==> src/rtl/clock_alarm_pkg.sv <==
// rtl/clock_alarm_pkg.sv - mode encoding shared by the clock/alarm controller
package clock_alarm_pkg;

   localparam logic [1:0] MODE_RUN     = 2'd0;
   localparam logic [1:0] MODE_SET_CLK = 2'd1;
   localparam logic [1:0] MODE_SET_ALM = 2'd2;
   localparam logic [1:0] MODE_RINGING = 2'd3;

   typedef enum logic [1:0] {
      ST_RUN     = MODE_RUN,
      ST_SET_CLK = MODE_SET_CLK,
      ST_SET_ALM = MODE_SET_ALM,
      ST_RINGING = MODE_RINGING
   } state_t;

endpackage

==> src/rtl/clock_alarm_ctrl_if.sv <==
// rtl/clock_alarm_ctrl_if.sv - board inputs and datapath controls of the clock/alarm controller
interface clock_alarm_ctrl_if;

   logic       tick_1hz;
   logic       Set_Clock;
   logic       Set_Alarm;
   logic       MIN;
   logic       HR;
   logic       Alarm_Off;
   logic       time_match;
   logic [1:0] mode;
   logic       run_en;
   logic       sec_clr;
   logic       inc_min_clk;
   logic       inc_hr_clk;
   logic       inc_min_alm;
   logic       inc_hr_alm;
   logic       Alarm_Out;

   modport master (
      output tick_1hz, Set_Clock, Set_Alarm, MIN, HR, Alarm_Off, time_match,
      input  mode, run_en, sec_clr, inc_min_clk, inc_hr_clk, inc_min_alm, inc_hr_alm, Alarm_Out
   );

   modport slave (
      input  tick_1hz, Set_Clock, Set_Alarm, MIN, HR, Alarm_Off, time_match,
      output mode, run_en, sec_clr, inc_min_clk, inc_hr_clk, inc_min_alm, inc_hr_alm, Alarm_Out
   );

endinterface

==> src/rtl/clock_alarm_ctrl_btn_conditioner.sv <==
// rtl/clock_alarm_ctrl_btn_conditioner.sv - synchroniser, debounce and press/auto-repeat strobe
// Level follows the input 2 + DEBOUNCE_CYC cycles after a stable change.
module btn_conditioner #(
   parameter int DEBOUNCE_CYC = 100000,
   parameter bit REPEAT_EN    = 1'b0,
   parameter int REPEAT_DLY   = 2500000,
   parameter int REPEAT_CYC   = 1000000
) (
   input  logic clk,
   input  logic reset,
   input  logic din,
   output logic level,
   output logic press
);

   localparam int DW = $clog2(DEBOUNCE_CYC + 1);
   localparam int RW = $clog2(REPEAT_DLY + REPEAT_CYC + 1);
   localparam logic [DW-1:0] DB_LAST  = DW'(DEBOUNCE_CYC - 1);
   localparam logic [RW-1:0] DLY_LAST = RW'(REPEAT_DLY - 1);
   localparam logic [RW-1:0] CYC_LAST = RW'(REPEAT_CYC - 1);

   logic          r_s1, r_s2, r_level, r_press, r_rep_phase;
   logic [DW-1:0] r_db_cnt;
   logic [RW-1:0] r_rep_cnt;
   logic          w_flip, w_rep_hit;

   // No repeat on the release edge itself, so a hold of exactly N cycles never gains a stray strobe.
   always_comb begin
      w_flip    = (r_s2 != r_level) && (r_db_cnt == DB_LAST);
      w_rep_hit = REPEAT_EN && r_level && !w_flip &&
                  (r_rep_cnt == (r_rep_phase ? CYC_LAST : DLY_LAST));
   end

   always_ff @(posedge clk) begin
      if (reset) begin
         r_s1        <= 1'b0;
         r_s2        <= 1'b0;
         r_level     <= 1'b0;
         r_press     <= 1'b0;
         r_rep_phase <= 1'b0;
         r_db_cnt    <= '0;
         r_rep_cnt   <= '0;
      end else begin
         r_s1 <= din;
         r_s2 <= r_s1;
         if (r_s2 == r_level) begin
            r_db_cnt <= '0;
         end else if (w_flip) begin
            r_db_cnt <= '0;
            r_level  <= r_s2;
         end else begin
            r_db_cnt <= r_db_cnt + 1'b1;
         end
         r_press <= (w_flip && r_s2) || w_rep_hit;
         if (!r_level || w_flip) begin
            r_rep_cnt   <= '0;
            r_rep_phase <= 1'b0;
         end else if (w_rep_hit) begin
            r_rep_cnt   <= '0;
            r_rep_phase <= 1'b1;
         end else begin
            r_rep_cnt <= r_rep_cnt + 1'b1;
         end
      end
   end

   assign level = r_level;
   assign press = r_press;

endmodule

==> src/rtl/clock_alarm_ctrl.sv <==
// rtl/clock_alarm_ctrl.sv - RUN / SET_CLK / SET_ALM / RINGING mode controller
// Conditions board inputs and emits registered increment strobes and the buzzer drive.
module clock_alarm_ctrl
   import clock_alarm_pkg::*;
#(
   parameter int DEBOUNCE_CYC = 100000,
   parameter int REPEAT_DLY   = 2500000,
   parameter int REPEAT_CYC   = 1000000,
   parameter int RING_SEC     = 60
) (
   input logic               clk,
   input logic               reset,
   clock_alarm_ctrl_if.slave bus
);

   localparam int RCW = $clog2(RING_SEC + 1);
   localparam logic [RCW-1:0] RING_LAST = RCW'(RING_SEC);

   state_t         r_state, w_next;
   logic           r_match_q, r_alarm, r_sec_clr;
   logic           r_inc_min_clk, r_inc_hr_clk, r_inc_min_alm, r_inc_hr_alm;
   logic [RCW-1:0] r_ring_cnt;
   logic           w_setc, w_seta, w_min_p, w_hr_p, w_off_p;
   logic           w_setc_p, w_seta_p, w_min_lvl, w_hr_lvl, w_off_lvl;
   logic           w_unused;

   btn_conditioner #(.DEBOUNCE_CYC(DEBOUNCE_CYC), .REPEAT_EN(1'b0), .REPEAT_DLY(REPEAT_DLY), .REPEAT_CYC(REPEAT_CYC))
      u_setc (.clk(clk), .reset(reset), .din(bus.Set_Clock), .level(w_setc), .press(w_setc_p));
   btn_conditioner #(.DEBOUNCE_CYC(DEBOUNCE_CYC), .REPEAT_EN(1'b0), .REPEAT_DLY(REPEAT_DLY), .REPEAT_CYC(REPEAT_CYC))
      u_seta (.clk(clk), .reset(reset), .din(bus.Set_Alarm), .level(w_seta), .press(w_seta_p));
   btn_conditioner #(.DEBOUNCE_CYC(DEBOUNCE_CYC), .REPEAT_EN(1'b1), .REPEAT_DLY(REPEAT_DLY), .REPEAT_CYC(REPEAT_CYC))
      u_min (.clk(clk), .reset(reset), .din(bus.MIN), .level(w_min_lvl), .press(w_min_p));
   btn_conditioner #(.DEBOUNCE_CYC(DEBOUNCE_CYC), .REPEAT_EN(1'b1), .REPEAT_DLY(REPEAT_DLY), .REPEAT_CYC(REPEAT_CYC))
      u_hr (.clk(clk), .reset(reset), .din(bus.HR), .level(w_hr_lvl), .press(w_hr_p));
   btn_conditioner #(.DEBOUNCE_CYC(DEBOUNCE_CYC), .REPEAT_EN(1'b0), .REPEAT_DLY(REPEAT_DLY), .REPEAT_CYC(REPEAT_CYC))
      u_off (.clk(clk), .reset(reset), .din(bus.Alarm_Off), .level(w_off_lvl), .press(w_off_p));

   assign w_unused = &{w_setc_p, w_seta_p, w_min_lvl, w_hr_lvl, w_off_lvl};

   // Ringing is entered only on the rising edge of the match, never by returning into one.
   always_comb begin
      w_next = r_state;
      if (w_setc) begin
         w_next = ST_SET_CLK;
      end else if (w_seta) begin
         w_next = ST_SET_ALM;
      end else begin
         case (r_state)
            ST_RUN:     if (bus.time_match && !r_match_q) w_next = ST_RINGING;
            ST_RINGING: if (w_off_p || (r_ring_cnt == RING_LAST)) w_next = ST_RUN;
            default:    w_next = ST_RUN;
         endcase
      end
   end

   always_ff @(posedge clk) begin
      if (reset) begin
         r_state       <= ST_RUN;
         r_match_q     <= 1'b0;
         r_alarm       <= 1'b0;
         r_sec_clr     <= 1'b0;
         r_ring_cnt    <= '0;
         r_inc_min_clk <= 1'b0;
         r_inc_hr_clk  <= 1'b0;
         r_inc_min_alm <= 1'b0;
         r_inc_hr_alm  <= 1'b0;
      end else begin
         r_state   <= w_next;
         r_match_q <= bus.time_match;
         r_sec_clr <= (r_state == ST_SET_CLK) && (w_next != ST_SET_CLK);
         if (r_state != ST_RINGING) r_ring_cnt <= '0;
         else if (bus.tick_1hz)     r_ring_cnt <= r_ring_cnt + 1'b1;
         if (w_next != ST_RINGING)      r_alarm <= 1'b0;
         else if (r_state != ST_RINGING) r_alarm <= 1'b1;
         else if (bus.tick_1hz)          r_alarm <= ~r_alarm;
         r_inc_min_clk <= w_min_p && (r_state == ST_SET_CLK);
         r_inc_hr_clk  <= w_hr_p  && (r_state == ST_SET_CLK);
         r_inc_min_alm <= w_min_p && (r_state == ST_SET_ALM);
         r_inc_hr_alm  <= w_hr_p  && (r_state == ST_SET_ALM);
      end
   end

   assign bus.mode        = r_state;
   assign bus.run_en      = (r_state != ST_SET_CLK);
   assign bus.sec_clr     = r_sec_clr;
   assign bus.inc_min_clk = r_inc_min_clk;
   assign bus.inc_hr_clk  = r_inc_hr_clk;
   assign bus.inc_min_alm = r_inc_min_alm;
   assign bus.inc_hr_alm  = r_inc_hr_alm;
   assign bus.Alarm_Out   = r_alarm;

endmodule

==> src/flat_wrapper.sv <==
// flat-port wrapper written by rule: the top's interface ports become plain ports
module clock_alarm_ctrl_flat import clock_alarm_pkg::*;
#(
   parameter int DEBOUNCE_CYC = 100000,
   parameter int REPEAT_DLY   = 2500000,
   parameter int REPEAT_CYC   = 1000000,
   parameter int RING_SEC     = 60
)
  (clk, reset, bus_tick_1hz, bus_Set_Clock, bus_Set_Alarm, bus_MIN, bus_HR, bus_Alarm_Off, bus_time_match, bus_mode, bus_run_en, bus_sec_clr, bus_inc_min_clk, bus_inc_hr_clk, bus_inc_min_alm, bus_inc_hr_alm, bus_Alarm_Out);
  clock_alarm_ctrl_if bus_i ();
  input logic clk;
  input logic reset;
  input wire logic [$bits(bus_i.tick_1hz)-1:0] bus_tick_1hz;
  input wire logic [$bits(bus_i.Set_Clock)-1:0] bus_Set_Clock;
  input wire logic [$bits(bus_i.Set_Alarm)-1:0] bus_Set_Alarm;
  input wire logic [$bits(bus_i.MIN)-1:0] bus_MIN;
  input wire logic [$bits(bus_i.HR)-1:0] bus_HR;
  input wire logic [$bits(bus_i.Alarm_Off)-1:0] bus_Alarm_Off;
  input wire logic [$bits(bus_i.time_match)-1:0] bus_time_match;
  output wire logic [$bits(bus_i.mode)-1:0] bus_mode;
  output wire logic [$bits(bus_i.run_en)-1:0] bus_run_en;
  output wire logic [$bits(bus_i.sec_clr)-1:0] bus_sec_clr;
  output wire logic [$bits(bus_i.inc_min_clk)-1:0] bus_inc_min_clk;
  output wire logic [$bits(bus_i.inc_hr_clk)-1:0] bus_inc_hr_clk;
  output wire logic [$bits(bus_i.inc_min_alm)-1:0] bus_inc_min_alm;
  output wire logic [$bits(bus_i.inc_hr_alm)-1:0] bus_inc_hr_alm;
  output wire logic [$bits(bus_i.Alarm_Out)-1:0] bus_Alarm_Out;
  assign bus_i.tick_1hz = bus_tick_1hz;
  assign bus_i.Set_Clock = bus_Set_Clock;
  assign bus_i.Set_Alarm = bus_Set_Alarm;
  assign bus_i.MIN = bus_MIN;
  assign bus_i.HR = bus_HR;
  assign bus_i.Alarm_Off = bus_Alarm_Off;
  assign bus_i.time_match = bus_time_match;
  assign bus_mode = bus_i.mode;
  assign bus_run_en = bus_i.run_en;
  assign bus_sec_clr = bus_i.sec_clr;
  assign bus_inc_min_clk = bus_i.inc_min_clk;
  assign bus_inc_hr_clk = bus_i.inc_hr_clk;
  assign bus_inc_min_alm = bus_i.inc_min_alm;
  assign bus_inc_hr_alm = bus_i.inc_hr_alm;
  assign bus_Alarm_Out = bus_i.Alarm_Out;
  clock_alarm_ctrl #(.DEBOUNCE_CYC(DEBOUNCE_CYC), .REPEAT_DLY(REPEAT_DLY), .REPEAT_CYC(REPEAT_CYC), .RING_SEC(RING_SEC)) u_core (.clk(clk), .reset(reset), .bus(bus_i));
endmodule
==> config.mk <==
export PLATFORM = sky130hd
export DESIGN_NAME = clock_alarm_ctrl_flat
export DESIGN_NICKNAME = d
export VERILOG_FILES = /design/src/rtl/clock_alarm_pkg.sv /design/src/rtl/clock_alarm_ctrl_if.sv /design/src/rtl/clock_alarm_ctrl_btn_conditioner.sv /design/src/rtl/clock_alarm_ctrl.sv /design/src/flat_wrapper.sv
export SDC_FILE = /design/constraint.sdc
export NUM_CORES = 1
export LEC_CHECK = 0
export CAP_MARGIN = 20
export CORE_UTILIZATION = 45
export CTS_CLUSTER_DIAMETER = 50
export DETAILED_ROUTE_END_ITERATION = 7
export GPL_TIMING_DRIVEN = 0
export PLACE_DENSITY = 0.6
export REMOVE_ABC_BUFFERS = 1
export SLEW_MARGIN = 15
export SYNTH_ARGS = -nofsm -noshare
export SYNTH_HDL_FRONTEND = slang
export SYNTH_SLANG_ARGS = --single-unit
==> constraint.sdc <==
create_clock -name clk -period 5.95 [get_ports clk]
set_input_delay 1.4875 -clock clk [delete_from_list [all_inputs] [get_ports clk]]
set_output_delay 1.4875 -clock clk [all_outputs]
set_load 0.005 [all_outputs]
# Yosys cells after proc, flatten, opt, wreduce, memory -nomap -nowiden
# Index checks and enable logic that the tools add are counted.
# totals
reg_bits	164
latchBits	0
ram_bits	0
romBits	0
out_inout_bits	9
wordCells	130
n_memories	0
# classes
n_addsub	8
n_mul	0
n_div	0
order_cmp	0
eq_ne	25
n_shift	0
muxes	9
n_bitwise	6
n_reduce_logical	46
# ops
operator	count
$add 17x1->17 const B	5
$eq 17x17->1 const B	5
$add 22x1->22 const B	2
$eq 22x22->1	2
$mux 22	2
$reduce_or 3->1	7
$logic_and 1x1->1	18
$reduce_and 2->1	5
$mux 2	4
$reduce_or 2->1	4
$add 6x1->6 const B	1
$eq 6x6->1 const B	1
$not 1->1	6
$eq 1x1->1	5
$logic_not 1->1	5
$logic_or 1x1->1	5
$ne 1x1->1	5
$eq 2x2->1 const B	2
$ne 2x1->1 const B	2
$ne 2x2->1 const B	2
$pmux 2 s2	1
$eq 2x1->1 const B	1
$logic_not 2->1	1
$mux 1	2
$reduce_bool 2->1	1

# Longest topological paths before layout
# Gate-level depths: netlist (run 1).
# depth
depth_word	8
ltp_mapped	8
ltp_nobuf	7

# By module
# A second synthesis (run 1) with hierarchy kept.
# hier_totals
cells_unflattened	853
area_unflattened_um2	7742.4
# modules_own_cells
module	n_inst	cells_per_inst	area_per_inst_um2	seq_area_each_um2
btn_conditioner at u_core.u_off ...	3	106	960.9	420.4
btn_conditioner at u_core.u_min	1	232	2093.3	880.8
btn_conditioner at u_core.u_hr	1	232	2089.5	880.8
clock_alarm_ctrl	1	71	676.9	300.3

# Least setup slack after synthesis (run 1)
# OpenSTA, ideal clock, no wires.
# synth_path
path_type	input -> register
start	in reset
end	reg u_core.u_hr.r_rep_cnt[14]
setup_ns	0.065
t_arrival_ns	2.699
required_ns	5.885
path_slack_ns	3.186
stages	7
n_path_buf	3
path_cell_list	clkbuf_1 -> inv_1 -> clkbuf_1 -> nand2_1 -> or3b_4 -> buf_6 -> nor2_1
# synth_via
elab_chain_cells	1
# synth_lines
element	line	source
start, declared	flat_wrapper.sv:12	input logic reset;
$reduce_or 3->1 (no source line)	n/a	
end signal, assigned	clock_alarm_ctrl_btn_conditioner.sv:62	r_rep_cnt <= r_rep_cnt + 1'b1;
end, declared	clock_alarm_ctrl_btn_conditioner.sv:24	logic [RW-1:0] r_rep_cnt;
# No other way between the ends.
# A chain may end at the register's enable or synchronous reset.

# Final worst setup path (run 1)
# layout_path
start	in reset
end	reg u_core.u_hr.r_db_cnt[7]
# layout_via
elab_chain_cells	1
# layout_lines
element	line	source
$reduce_or 3->1 (no source line)	n/a	
end signal, assigned	clock_alarm_ctrl_btn_conditioner.sv:52	r_db_cnt <= r_db_cnt + 1'b1;
end, declared	clock_alarm_ctrl_btn_conditioner.sv:23	logic [DW-1:0] r_db_cnt;
# No other way between the ends.

==> results of run 1 <==
[power by group]
part | leakage [nW] | switching [mW] | internal, mW
logic | 1.04 | 0.0399 | 0.0375
registers | 1.32 | 0.0100 | 1.11
clock network | 0.298 | 0.418 | 0.683
[per-layer routing]
layer	up-vias	part of all wire [%]	track usage, %
met5	-	0	0
met4	0	1.4	7.07
met3	12	3.5	5.07
met2	47	47	28.0
met1	2469	49	21.4
li1	2738	-	-
[registers in the layout, summed over array words and instances (netlist names), 2 cells and up]
register / flops
u_core.r_ring_cnt: 6
u_core.bus.mode: 2
u_core.u_min.r_rep_cnt: 22
u_core.u_hr.r_rep_cnt: 22
u_core.u_off.r_db_cnt: 17
u_core.u_setc.r_db_cnt: 17
u_core.u_min.r_db_cnt: 17
u_core.u_hr.r_db_cnt: 17
u_core.u_seta.r_db_cnt: 17
[kinds of logic (layout without fill, tap and decap cells)]
group | count (synthesis) | after routing
AND/OR/NAND/NOR | 429 | 429
multiplexers | 4 | 4
flip-flops | 164 | 164
buffers and inverters | 43 | 71
AO/OA/AOI/OAI | 24 | 24
adder cells (fa/ha/maj) | 13 | 13
XOR/XNOR | 122 | 122
[synth_stat cells (all sizes together) (3+ instances only)]
| master | instances | area [um^2] |
|---|---|---|
| and2 | 3 | 18.8 |
| nor3 | 21 | 105 |
| nor4bb | 5 | 50.1 |
| xnor2 | 49 | 429 |
| and3 | 29 | 181 |
| o21ai | 6 | 30.0 |
| nor4b | 5 | 43.8 |
| a2111oi | 3 | 27.5 |
| xor2 | 73 | 639 |
| or4 | 6 | 45.0 |
| nand4 | 32 | 200 |
| clkbuf | 13 | 48.8 |
| nand3 | 57 | 285 |
| nor2b | 17 | 106 |
| nor2 | 163 | 612 |
| nand2 | 52 | 195 |
| and4 | 12 | 105 |
| inv | 23 | 86.3 |
| mux2i | 4 | 40.0 |
| nor4 | 8 | 50.1 |
| buf | 7 | 50.1 |
| or3 | 5 | 31.3 |
| ha | 13 | 163 |
| a21oi | 10 | 50.1 |
| dfxtp | 164 | 3280 |
[path summary, 6_finish.rpt]
kind	slack, ns	depth (start not counted)	end
max	2.47	4	u_core.u_hr.r_db_cnt[7]$_SDFF_PP0_
min	0.44	1	u_core.u_off.r_s2$_SDFF_PP0_
max reg2reg	3.37	5	u_core.u_min.r_rep_cnt[20]$_SDFF_PP0_
min reg2reg	0.44	1	u_core.u_off.r_s2$_SDFF_PP0_
[through the flow]
| stage | area, um^2 | utilization [%] | setup WS [ns] | cells | hold WS [ns] |
|---|---|---|---|---|---|
| after detailed placement | 7390 | 48.4 | 1.96 | 1007 | 0.429 |
| after global placement | 7390 | 48.4 | 2.00 | 1007 | 0.423 |
| after floorplan | 6950 | - | 3.46 | 779 | 0.414 |
| after CTS | 8000 | 52.4 | 2.40 | 1038 | 0.443 |
| final | 8010 | 52.5 | 2.47 | 1038 | 0.444 |
| after global routing | 8010 | 52.5 | 2.13 | 1038 | 0.458 |
[area by class of cell]
cell class                 count  area [um^2]  share of cell area, %
clock buffer                  24          512                   6.39
multi-input combinational    592         3590                   44.9
inverter                      23         86.3                   1.08
clock inverter                 7         95.1                   1.19
sequential                   164         3280                   41.0
tap                          211          264                   3.30
timing repair buffer          17          170                   2.13
==> impl_metrics.csv, run 1 <==
group,metric,value,unit
synth,synth-seq-area-share,46.5,%
clock_network,cts_hold_buf,0,
floorplan,core,15300,um^2
timing,worst_slew_margin_rel,34.0,%
placement,dp_hpwl,9.01,mm
clock_network,cts_root_buffer,"clkbuf_16",
detailed_routing,wl,12.9,mm
synth,synth_cell_types,43,
floorplan,row_count,45,
synth,synth_top_family_by_area,"simple AND/OR/NAND/NOR gates",
synth,netlist_area,7050,um^2
timing,slew_viol_final,0,
worst_hold_path,hold_start,"u_core.u_off.r_s1$_SDFF_PP0_",
timing,fmax,287,MHz
timing,fin_worst_skew,0.00413,ns
floorplan,start_util,46.2,%
critical_path,crit_family,"buffers and inverters",
final_layout,layout_common_cells,"dfxtp_1 (164), nor2_1 (163), xor2_1 (73)",
clock_network,worstSkewPairLatency,0.42,ns
final_layout,num-nets-final,837,
synth,synth_edf_count,0,
global_route,antenna_found_initial,0,
synth,yosys_warnings,0,
clock_network,htree_levels,4,
synth,synth-compound-area-share,2.34,%
synth,yosys.area_share.simple,30.5,%
clock_network,cts_tree,"done",
placement,port_buffers,17,
synth,ys.flop_type,"dfxtp_1",
job,maxCapViolations,0,
global_route,grt_max_degree,28,
synth,synth_cells,799,
detailed_routing,drc_errors,0,
critical_path,cp_cell_sequence,"clkdlybuf4s50_1 > inv_1 > nand3_1 > a21oi_1",
clock_network,cts-buffers-inserted,17,
run_status,status,"finished, final reports clean",
synth,ys_ff_latch,164,
final_layout,syn_to_final_growth,13.5,%
timing,finalCritPeriodShare,58.5,%
critical_path,crit_arrival,3.82,ns
critical_path,startpoint,"reset",
global_route,first_global_vias,5055,
worst_hold_path,holdCritPathClass,"register to register",
timing,fin_crit,3.48,ns
critical_path,max_stage_delay,0.92,ns
floorplan,dieArea,16200,um^2
detailed_routing,dr.pass1.iters,4,
placement,place.gp.congestion,0.822,
timing,finalHoldViolations,0,
global_route,grt.overflow.total,0,
critical_path,crit_path_start_kind,"input port",
pwr,power_density,287,nW/um^2
synth,synth_mux_area_share,0.568,%
floorplan,die_w,127,um
critical_path,crit_required,6.29,ns
clock_network,clockBufferDepth,2,
clock_network,cts_sinks,164,
final_layout,fillers,1386,
synth,async_flop_share,0,%
synth,synthXorXnorAreaFrac,15.1,%
detailed_routing,drtIter0Drc,249,
detailed_routing,viasPerCell,5.07,
timing,setup_viol,0,
critical_path,crit_buf_inv,2,
detailed_routing,wl_per_cell,12.5,um
final_layout,n_antenna_cell,0,
pwr,p_leak,2.66,nW
final_layout,layout_commonest_cell,"dfxtp_1",
critical_path,end_kind,"register",
synth,synth_area_per_cell,8.83,um^2
detailed_routing,vias,5266,
global_route,track_usage,17.2,%
critical_path,worstReg2RegStart,"u_core.u_min.r_rep_cnt[5]$_SDFF_PP0_",
floorplan,io-pin-count,18,
clock_network,ctsResizeCount,0,
synth,synthAdderAreaFrac,2.31,%
pwr,vdd_drop_max,219,uV
timing,worst_pin_slew,0.987,ns
detailed_routing,final_antenna_net_count,0,
clock_network,cts_setup_buffers,0,
critical_path,slowest_stage,"clkdlybuf4s50_1",
timing,setup-tns-final,0,ns
final_layout,drive_gt1_share,4.23,%
global_route,grt_pass1_wl,22.5,mm
critical_path,crit_type,"input port to register",
floorplan,die_h,127,um
clock_network,path_clk_slew,0.06,ns
pwr,power,2.30,mW
critical_path,cp_max_fo,27,
timing,rsz0062_at_grt,"no",
Note: power is estimated with default switching activity, not from simulation.
==> run 2, diff against run 1 <==
--- a/config.mk
+++ b/config.mk
@@ -10,7 +10,7 @@
 export CTS_CLUSTER_DIAMETER = 50
 export DETAILED_ROUTE_END_ITERATION = 7
 export GPL_TIMING_DRIVEN = 0
-export PLACE_DENSITY = 0.6
+export PLACE_DENSITY = 0.62
 export REMOVE_ABC_BUFFERS = 1
 export SLEW_MARGIN = 15
 export SYNTH_ARGS = -nofsm -noshare
==> constraint.sdc (replaced) <==
create_clock -name clk -period 2.9 [get_ports clk]
set_input_delay 0.725 -clock clk [delete_from_list [all_inputs] [get_ports clk]]
set_output_delay 0.725 -clock clk [all_outputs]
set_load 0.005 [all_outputs]
==> run 2 against run 1 <==
Effect of this change: first-iteration DRC count unchanged; sequential cell count unchanged; clock power up 110%; power up 110%; die area unchanged; clock skew up 0.0033 ns; sequential share of layout area down 0.090 points; final area up 0.22%; sequential power up 100%; critical path type unchanged.
==> impl_metrics.csv, run 2 (synthesis gave the netlist of run 1 again) <==
group,metric,value,unit
run_status,status,"finished, final reports clean",
pwr,power.switching,966,uW
pwr,power_density,595,nW/um^2
floorplan,start_util,46.2,%
placement,port_buffers,17,
critical_path,slowest_stage,"dlymetal6s2s_1",
pwr,internal_power,3.81,mW
placement,place_inst,1007,
clock_network,ctsResizeCount,0,
placement,pre_cts_ws,-0.370,ns
critical_path,crit_required,3.18,ns
final_layout,fillers,1431,
critical_path,crit_arrival,2.84,ns
detailed_routing,vias,5297,
placement,place.gp.congestion,0.819,
critical_path,crit_type,"input port to register",
critical_path,cp_max_fo,27,
global_route,grt_max_degree,28,
final_layout,n_antenna_cell,0,
floorplan,die_w,127,um
final_layout,syn_to_final_growth,13.7,%
final_layout,final_cells,1037,
detailed_routing,drc_errors,0,
pwr,p_leak,2.66,nW
timing,setup_viol,0,
global_route,grt_pass1_wl,22.6,mm
timing,finalHoldViolations,0,
detailed_routing,final_antenna_net_count,0,
final_layout,layout_commonest_cell,"dfxtp_1",
detailed_routing,drtIter0Drc,249,
worst_hold_path,holdCritPathClass,"register to register",
floorplan,core,15300,um^2
timing,holdWs,0.438,ns
global_route,antenna_found_initial,0,
detailed_routing,viasPerCell,5.11,
detailed_routing,dr.pass1.iters,4,
final_layout,layout_common_cells,"dfxtp_1 (164), nor2_1 (163), xor2_1 (73)",
detailed_routing,wl,12.9,mm
critical_path,cp_cell_sequence,"dlymetal6s2s_1 > clkinvlp_4 > nand3_1 > nor2_1",
job,maxCapViolations,0,
clock_network,clockBufferDepth,2,
clock_network,cts_hold_buf,0,
timing,fin_ws,0.348,ns
timing,finalCritPeriodShare,88.0,%
pwr,vdd_drop_max,415,uV
timing,fmax,392,MHz
pwr,comb_power_share,3.3,%
floorplan,io-pin-count,18,
clock_network,path_clk_slew,0.06,ns
floorplan,row_count,45,
critical_path,max_stage_delay,0.81,ns
final_layout,drive_gt1_share,4.36,%
floorplan,dieArea,16200,um^2
critical_path,end_kind,"register",
final_layout,num-nets-final,837,
pwr,seqPwrFrac,48.0,%
timing,slew_viol_final,0,
clock_network,htree_levels,4,
global_route,grt.overflow.total,0,
global_route,track_usage,17.3,%
pwr,p_sw_share,20.2,%
global_route,first_global_vias,5106,
pwr,clkPwrFrac,48.6,%
clock_network,worstSkewPairLatency,0.43,ns
pwr,power,4.77,mW
detailed_routing,wl_per_cell,12.4,um
critical_path,crit_path_start_kind,"input port",
timing,setup-tns-final,0,ns
timing,fin_crit,2.55,ns
clock_network,cts_sinks,164,
placement,dp_hpwl,8.99,mm
timing,fin_worst_skew,0.00740,ns
floorplan,die_h,127,um
timing,worst_pin_slew,1.10,ns
timing,worst_slew_margin_rel,26.5,%
clock_network,cts_root_buffer,"clkbuf_16",
clock_network,cts_tree,"done",
timing,rsz0062_at_grt,"no",
clock_network,cts-buffers-inserted,17,
final_layout,reg.largest.list,"u_core.u_hr.r_rep_cnt x22, u_core.u_min.r_rep_cnt x22",
clock_network,cts_setup_buffers,0,
critical_path,r2r_setup_slack,0.43,ns
## run 2: worst paths after layout
path         cells after the start                                     to                                  from
min                              1           u_core.u_min.r_s2$_SDFF_PP0_          u_core.u_min.r_s1$_SDFF_PP0_
max                              4    u_core.u_hr.r_db_cnt[14]$_SDFF_PP0_                                 reset
min reg2reg                      1           u_core.u_min.r_s2$_SDFF_PP0_          u_core.u_min.r_s1$_SDFF_PP0_
max reg2reg                      5  u_core.u_min.r_rep_cnt[21]$_SDFF_PP0_  u_core.u_min.r_rep_cnt[5]$_SDFF_PP0_
## run 2: critical path: cells and delay by family
| kind | cells | cell delay [ns] |
|---|---|---|
| buffers and inverters | 2 | 1.41 |
| and+or+nand+nor | 2 | 0.68 |
## run 2: stage by stage
stage,instance area (um^2),util [%]
finish,8020,52.6
global route,8020,52.6
CTS,8010,52.5
detailed placement,7390,48.4
global placement,7390,48.4
floorplan,6950,-
## run 2: metal layers
layer / routed length (um) / part of all wire, % / GRT usage (%)
met5: 0 / 0 / 0
met3: 366 / 2.8 / 5.19
met2: 6120 / 48 / 29.4
met1: 6230 / 48 / 20.7
met4: 166 / 1.3 / 6.09
## run 2: cell type report
| class | instances | area (um^2) | share of cell area, % |
|---|---|---|---|
| Multi-Input combinational cell | 592 | 3590 | 44.8 |
| Sequential cell | 164 | 3280 | 40.9 |
| Clock buffer | 22 | 494 | 6.16 |
| Tap cell | 211 | 264 | 3.29 |
| Timing Repair Buffer | 17 | 173 | 2.15 |
| Clock inverter | 8 | 124 | 1.54 |
| Inverter | 23 | 90.1 | 1.12 |
## run 2: power by group through the flow
stage	clock network [mW]	logic (mW)	registers, mW
floorplan	0	0.0827	2.34
global placement	0	0.153	2.34
detailed placement	0	0.158	2.34
CTS	2.39	0.160	2.29
global route	2.49	0.183	2.29
finish	2.32	0.159	2.29
